$ cat config.mk
export PLATFORM = sky130hd
export DESIGN_NAME = dmem_access_ctrl
export DESIGN_NICKNAME = d
export VERILOG_FILES = /design/src/rtl/dmem_pkg.sv /design/src/rtl/dmem_lane_fmt.sv /design/src/rtl/dmem_access_ctrl.sv
export SDC_FILE = /design/constraint.sdc
export NUM_CORES = 1
export LEC_CHECK = 0
export ABC_CLOCK_PERIOD_IN_PS = 1900
export BUFFER_PORTS_ARGS = -buffer_cell sky130_fd_sc_hd__buf_2
export CORE_MARGIN = 5
export CORE_UTILIZATION = 48
export DETAILED_ROUTE_END_ITERATION = 10
export GPL_TIMING_DRIVEN = 1
export PLACE_DENSITY = 0.8
export SYNTH_ARGS = -nofsm -noshare
export SYNTH_HDL_FRONTEND = slang
export SYNTH_HIERARCHICAL = 1
export SYNTH_SLANG_ARGS = --single-unit
$ cat constraint.sdc
create_clock -name clk -period 1.9 [get_ports clk]
set_input_delay 0.19 -clock clk [delete_from_list [all_inputs] [get_ports clk]]
set_output_delay 0.19 -clock clk [all_outputs]
set_load 0.03 [all_outputs]
$ cat src/rtl/dmem_pkg.sv
// Shared types, constants and lane helper for the memory-stage data-access controller.
package dmem_pkg;

    typedef enum logic [1:0] {
        IDLE,
        BUSY,
        DONE
    } dmem_state_t;

    localparam logic [3:0]  BE_WORD     = 4'b1111;
    localparam logic [31:0] FAULT_RDATA = 32'h0;

    // One-hot lane for a byte access, all four lanes for a word access.
    function automatic logic [3:0] lane_be(input logic [1:0] addr, input logic byte_acc);
        return byte_acc ? (4'b0001 << addr) : BE_WORD;
    endfunction

endpackage

$ cat src/rtl/dmem_lane_fmt.sv
// Combinational byte-lane formatting: store-side enables and data replication,
// load-side lane extraction with zero-extension.
module dmem_lane_fmt
    import dmem_pkg::*;
(
    input  logic [1:0]  st_lane,
    input  logic        st_byte,
    input  logic [31:0] st_data,
    output logic [3:0]  st_be,
    output logic [31:0] st_wdata,
    input  logic [1:0]  ld_lane,
    input  logic        ld_byte,
    input  logic [31:0] ld_rdata,
    output logic [31:0] ld_data
);

    logic [7:0] ld_lane_byte;

    always_comb begin
        st_be    = lane_be(st_lane, st_byte);
        st_wdata = st_byte ? {4{st_data[7:0]}} : st_data;

        case (ld_lane)
            2'd0:    ld_lane_byte = ld_rdata[7:0];
            2'd1:    ld_lane_byte = ld_rdata[15:8];
            2'd2:    ld_lane_byte = ld_rdata[23:16];
            default: ld_lane_byte = ld_rdata[31:24];
        endcase

        ld_data = ld_byte ? {24'h0, ld_lane_byte} : ld_rdata;
    end

endmodule

$ cat src/rtl/dmem_access_ctrl.sv
// M-stage data-access controller: pipeline load/store -> req/ack bus handshake with StallM.
// Optional posted write buffer enabled by defining DMEM_WRITE_BUFFER_EN.
module dmem_access_ctrl
    import dmem_pkg::*;
#(
    parameter int ADDR_W  = 32,
    parameter int DATA_W  = 32,
    parameter int TIMEOUT = 255
) (
    input  logic              clk,
    input  logic              reset,
    input  logic              MemReadM,
    input  logic              MemWriteM,
    input  logic              ByteM,
    input  logic [ADDR_W-1:0] ALUOutM,
    input  logic [DATA_W-1:0] WriteDataM,
    output logic [DATA_W-1:0] ReadDataM,
    output logic              StallM,
    output logic              DFault,
    output logic              bus_req,
    output logic              bus_we,
    output logic [ADDR_W-1:0] bus_addr,
    output logic [DATA_W-1:0] bus_wdata,
    output logic [3:0]        bus_be,
    input  logic              bus_ack,
    input  logic              bus_err,
    input  logic [DATA_W-1:0] bus_rdata
);

    localparam int              CNT_W       = (TIMEOUT < 1) ? 1 : $clog2(TIMEOUT + 1);
    localparam logic [CNT_W-1:0] TIMEOUT_CNT = CNT_W'(TIMEOUT);

    dmem_state_t      state;
    logic [CNT_W-1:0] wait_cnt;
    logic             acc_byte;
    logic [1:0]       acc_lane;
    logic             request;
    logic [3:0]       st_be;
    logic [31:0]      st_wdata;
    logic [31:0]      ld_data;
`ifdef DMEM_WRITE_BUFFER_EN
    logic             posted;
`endif

    assign request = MemReadM | MemWriteM;

    dmem_lane_fmt u_lane_fmt (
        .st_lane  (ALUOutM[1:0]),
        .st_byte  (ByteM),
        .st_data  (WriteDataM),
        .st_be    (st_be),
        .st_wdata (st_wdata),
        .ld_lane  (acc_lane),
        .ld_byte  (acc_byte),
        .ld_rdata (bus_rdata),
        .ld_data  (ld_data)
    );

    // A posted store releases the pipeline at once; anything behind it waits for the drain.
    always_comb begin
        StallM = 1'b0;
        case (state)
`ifdef DMEM_WRITE_BUFFER_EN
            IDLE:    StallM = MemReadM & ~MemWriteM;
            BUSY:    StallM = posted ? request : 1'b1;
`else
            IDLE:    StallM = request;
            BUSY:    StallM = 1'b1;
`endif
            default: StallM = 1'b0;
        endcase
    end

    always_ff @(posedge clk) begin
        if (reset) begin
            state     <= IDLE;
            ReadDataM <= '0;
            DFault    <= 1'b0;
            bus_req   <= 1'b0;
            bus_we    <= 1'b0;
            bus_addr  <= '0;
            bus_wdata <= '0;
            bus_be    <= '0;
            wait_cnt  <= '0;
            acc_byte  <= 1'b0;
            acc_lane  <= 2'b00;
`ifdef DMEM_WRITE_BUFFER_EN
            posted    <= 1'b0;
`endif
        end else begin
            case (state)
                IDLE: begin
                    if (request) begin
                        bus_req   <= 1'b1;
                        bus_we    <= MemWriteM;
                        bus_addr  <= ByteM ? ALUOutM : {ALUOutM[ADDR_W-1:2], 2'b00};
                        bus_wdata <= st_wdata;
                        bus_be    <= st_be;
                        acc_byte  <= ByteM;
                        acc_lane  <= ALUOutM[1:0];
                        wait_cnt  <= '0;
`ifdef DMEM_WRITE_BUFFER_EN
                        posted    <= MemWriteM;
`endif
                        state     <= BUSY;
                    end
                end
                BUSY: begin
                    // An ack arriving on the last allowed cycle still wins over the timeout.
                    if (bus_ack || wait_cnt == TIMEOUT_CNT) begin
                        bus_req  <= 1'b0;
                        wait_cnt <= '0;
                        if (bus_ack) begin
                            if (!bus_we) ReadDataM <= ld_data;
                            if (bus_err) DFault <= 1'b1;
                        end else begin
                            DFault <= 1'b1;
                            if (!bus_we) ReadDataM <= FAULT_RDATA;
                        end
`ifdef DMEM_WRITE_BUFFER_EN
                        posted <= 1'b0;
                        state  <= posted ? IDLE : DONE;
`else
                        state  <= DONE;
`endif
                    end else begin
                        wait_cnt <= wait_cnt + 1'b1;
                    end
                end
                DONE:    state <= IDLE;
                default: state <= IDLE;
            endcase
        end
    end

endmodule

==> results.py <==
metrics = {
    "synth": {
        "synth_compound_area_share_pct": 21.7,
        "async_flop_share_pct": 0,
        "ys_warn_count": 6,
        "ys_seq_area_share_pct": 46.1,
        "ys_seq_elements": 116,
        "synth_mux_area_share_pct": 1.79,
        "yosys-top-cells-count": "nand2_1, dfxtp_1, a21oi_1",
        "synth_flop_cell": "dfxtp_1",
        "synth_top_cell_by_area": "dfxtp_1",
        "synth.distinct_cells": 40,
        "synth_area_um2": 5030,
        "synth.area.top_cells": "dfxtp_1, nand2_1, a21oi_1",
        "yosysMostFrequentCell": "nand2_1",
        "synth_top_family_by_area": "simple AND/OR/NAND/NOR gates",
        "yosys.area.top_type_share_pct": 46.1,
        "postSynthAreaPerCell_um2": 7.59,
        "synth_fa_ha_area_share_pct": 0.249,
        "syn_inst": 663,
        "synthSimpleGateAreaFrac_pct": 21.8,
        "syn-num-nets": 767,
        "synth_edf_count": 0,
        "synthXorXnorAreaFrac_pct": 0,
    },
    "detailed_routing": {
        "ant_nets": 0,
        "avgViaCountPerCell": 5.24,
        "wl_per_cell_um": 15.4,
        "drc": 0,
        "drt_iter0_drc": 434,
        "vias": 5408,
        "wl_um": 15900,
        "dr.pass1.iters": 6,
    },
    "status": {
        "outcome": "finished, final reports clean",
    },
    "placement": {
        "place_congestion": 0.912,
        "io_buffers": 206,
        "numPlacedInstances": 960,
        "place_hpwl_um": 10400,
    },
    "final_layout": {
        "final_core_util_pct": 68.8,
        "layout-drive-gt1-share_pct": 29.6,
        "areaGrowthSynthToFinish_pct": 40.5,
        "nets": 987,
        "fill_cells": 826,
        "n_antenna_cell": 0,
        "ff_latch_area_um2": 2320,
        "multiInputGateArea_um2": 2310,
        "final_cells": 1032,
    },
    "sta": {
        "tightest_slew_ns": 0.577,
        "hold_viol_final": 0,
        "relSlewSlack_pct": 61.5,
        "maxClockFrequency_mhz": 556,
        "setup_tns_ns": 0,
        "fin_hold_ws_ns": 0.0329,
        "slew_viol_final": 0,
        "period_needed_ns": 1.80,
        "post-route-period-util_pct": 94.6,
        "rsz0062_at_grt": "false",
        "final-setup-viol-count": 0,
        "finalClockSkew_ns": 0.0150,
    },
    "worst_setup_path": {
        "critPathRequiredTime_ns": 1.71,
        "cp_max_fo": 8,
        "cp-start-kind": "register",
        "crit_arrival_ns": 1.61,
        "crit_type": "register to primary output",
        "end_kind": "primary output",
    },
    "flow_run": {
        "drv_cap": 0,
    },
    "cts": {
        "post-cts-setup-buffers": 0,
        "clock_path_buffers": 2,
        "hold_buffers": 40,
        "clkTransAtPathRegs_ns": 0.06,
        "cts_tree": "done",
        "clock-sinks": 116,
        "clk_latency_ns": 0.50,
        "cts.htree.levels": 4,
        "root_buffer": "clkbuf_8",
        "cts_made_buffers": 17,
        "post_cts_resized": 0,
    },
    "power": {
        "seqPwrFrac_pct": 37.4,
        "p_switching_mw": 2.14,
        "p_int_mw": 5.01,
        "ir_worst_vdd_v": 0.000863,
        "p_per_area_nw_per_um2": 1010,
        "power_frac_clock_pct": 43.8,
        "leakagePower_nw": 3.25,
        "combPwrFrac_pct": 18.8,
        "swShare_pct": 29.9,
    },
    "floorplanning": {
        "die_area_um2": 12600,
        "start_util_pct": 49.0,
        "core_area_um2": 10300,
        "die_x_um": 112,
        "die_h_um": 112,
        "io_pins": 207,
        "rows": 37,
    },
    "global_route": {
        "antenna_found_initial": 0,
        "grt_max_degree": 69,
        "grt_pass1_wl_um": 25500,
        "grt_pass1_vias": 5256,
        "grt_use_total_pct": 24.6,
        "grt_overflow": 0,
    },
    "worst_hold_path": {
        "hold_path_class": "primary input to register",
    },
}
-- cells in the final DEF (no fill, tap or decap), drive strengths merged --
| master | instances |
|---|---|
| nand2b | 1 |
| a211oi | 1 |
| nor3 | 5 |
| a311oi | 1 |
| o21ai | 65 |
| o2bb2ai | 8 |
| nand2 | 187 |
| clkbuf | 19 |
| bufinv | 2 |
| or3 | 2 |
| mux2i | 9 |
| or3b | 2 |
| nor2b | 16 |
| inv | 33 |
| or2b | 1 |
| o21ba | 1 |
| a22oi | 2 |
| and2b | 8 |
| nor2 | 19 |
| dlygate4sd3 | 40 |
| ha | 1 |
| clkinvlp | 5 |
| a31oi | 2 |
| nand3b | 1 |
| nand3 | 6 |
| o21a | 3 |
| dfxtp | 116 |
| and3 | 2 |
| a21oi | 118 |
| and4 | 1 |
| clkinv | 1 |
| or2 | 1 |
| buf | 217 |
-- path summary, 6_finish.rpt --
check	start	cells after the start	end	slack [ns]
worst min register to register	bus_addr[2]$_SDFFE_PP0P_	2	bus_addr[2]$_SDFFE_PP0P_	0.45
worst max-delay path	state[0]$_SDFFE_PP0P_	4	StallM	0.10
worst max register to register	wait_cnt[0]$_SDFFE_PP0P_	6	ReadDataM[5]$_SDFFE_PP0P_	0.31
worst min-delay path	WriteDataM[11]	5	bus_wdata[11]$_SDFFE_PP0P_	0.03
-- state kept, by name (all words and copies together), names as in the netlist, 2 cells and up --
name and cells:
ReadDataM 32, bus_addr 32, bus_wdata 32, wait_cnt 8, bus_be 4, acc_lane 2
state 2
-- layout make-up --
cell class | instances | area share (%)
Clock buffer | 19 | 6.24
Clock inverter | 13 | 2.07
Inverter | 28 | 1.49
Multi-Input combinational cell | 463 | 32.6
Sequential cell | 116 | 32.8
Tap cell | 136 | 2.41
Timing Repair Buffer | 257 | 22.3
-- routing by layer --
| layer | GRT usage (%) | vias to the layer above | part of all wire [%] |
|---|---|---|---|
| met1 | 28.7 | 2462 | 39 |
| met5 | 0 | - | 0 |
| li1 | - | 2623 | - |
| met3 | 8.68 | 33 | 11 |
| met2 | 41.5 | 290 | 48 |
| met4 | 9.54 | 0 | 2.4 |
-- cell families (layout without fill, tap and decap cells) --
family | after synthesis | in the layout
AOI/OAI and AO/OA | 201 | 201
DFF | 116 | 116
buffers and inverters | 84 | 317
muxes | 9 | 9
adders and majority gates | 1 | 1
and+or+nand+nor | 252 | 252
-- metrics by stage --
step / instance area [µm²] / power, mW / setup slack [ns]
after floorplan: 5030 / 3.58 / 0.414
after global placement: 6090 / 3.98 / 0.432
after detailed placement: 6090 / 3.99 / 0.342
after CTS: 7070 / 7.17 / 0.0933
after global routing: 7070 / 7.43 / 0.0146
final: 7070 / 7.15 / 0.102
-- power by group through the flow --
stage	Combinational (mW)	Sequential (mW)	Clock, mW
after global placement	1.26	2.72	0
after global routing	1.45	2.70	3.28
after floorplan	0.553	3.02	0
after CTS	1.33	2.68	3.17
after detailed placement	1.26	2.73	0
final	1.34	2.68	3.13
-- worst max-delay path: stages (launching register included) --
cell and delay, ns:
dfxtp_1 0.38, nor3_1 0.06, or2_2 0.37, inv_1 0.11, buf_2 0.20
Note: power is estimated with default switching activity, not from simulation.
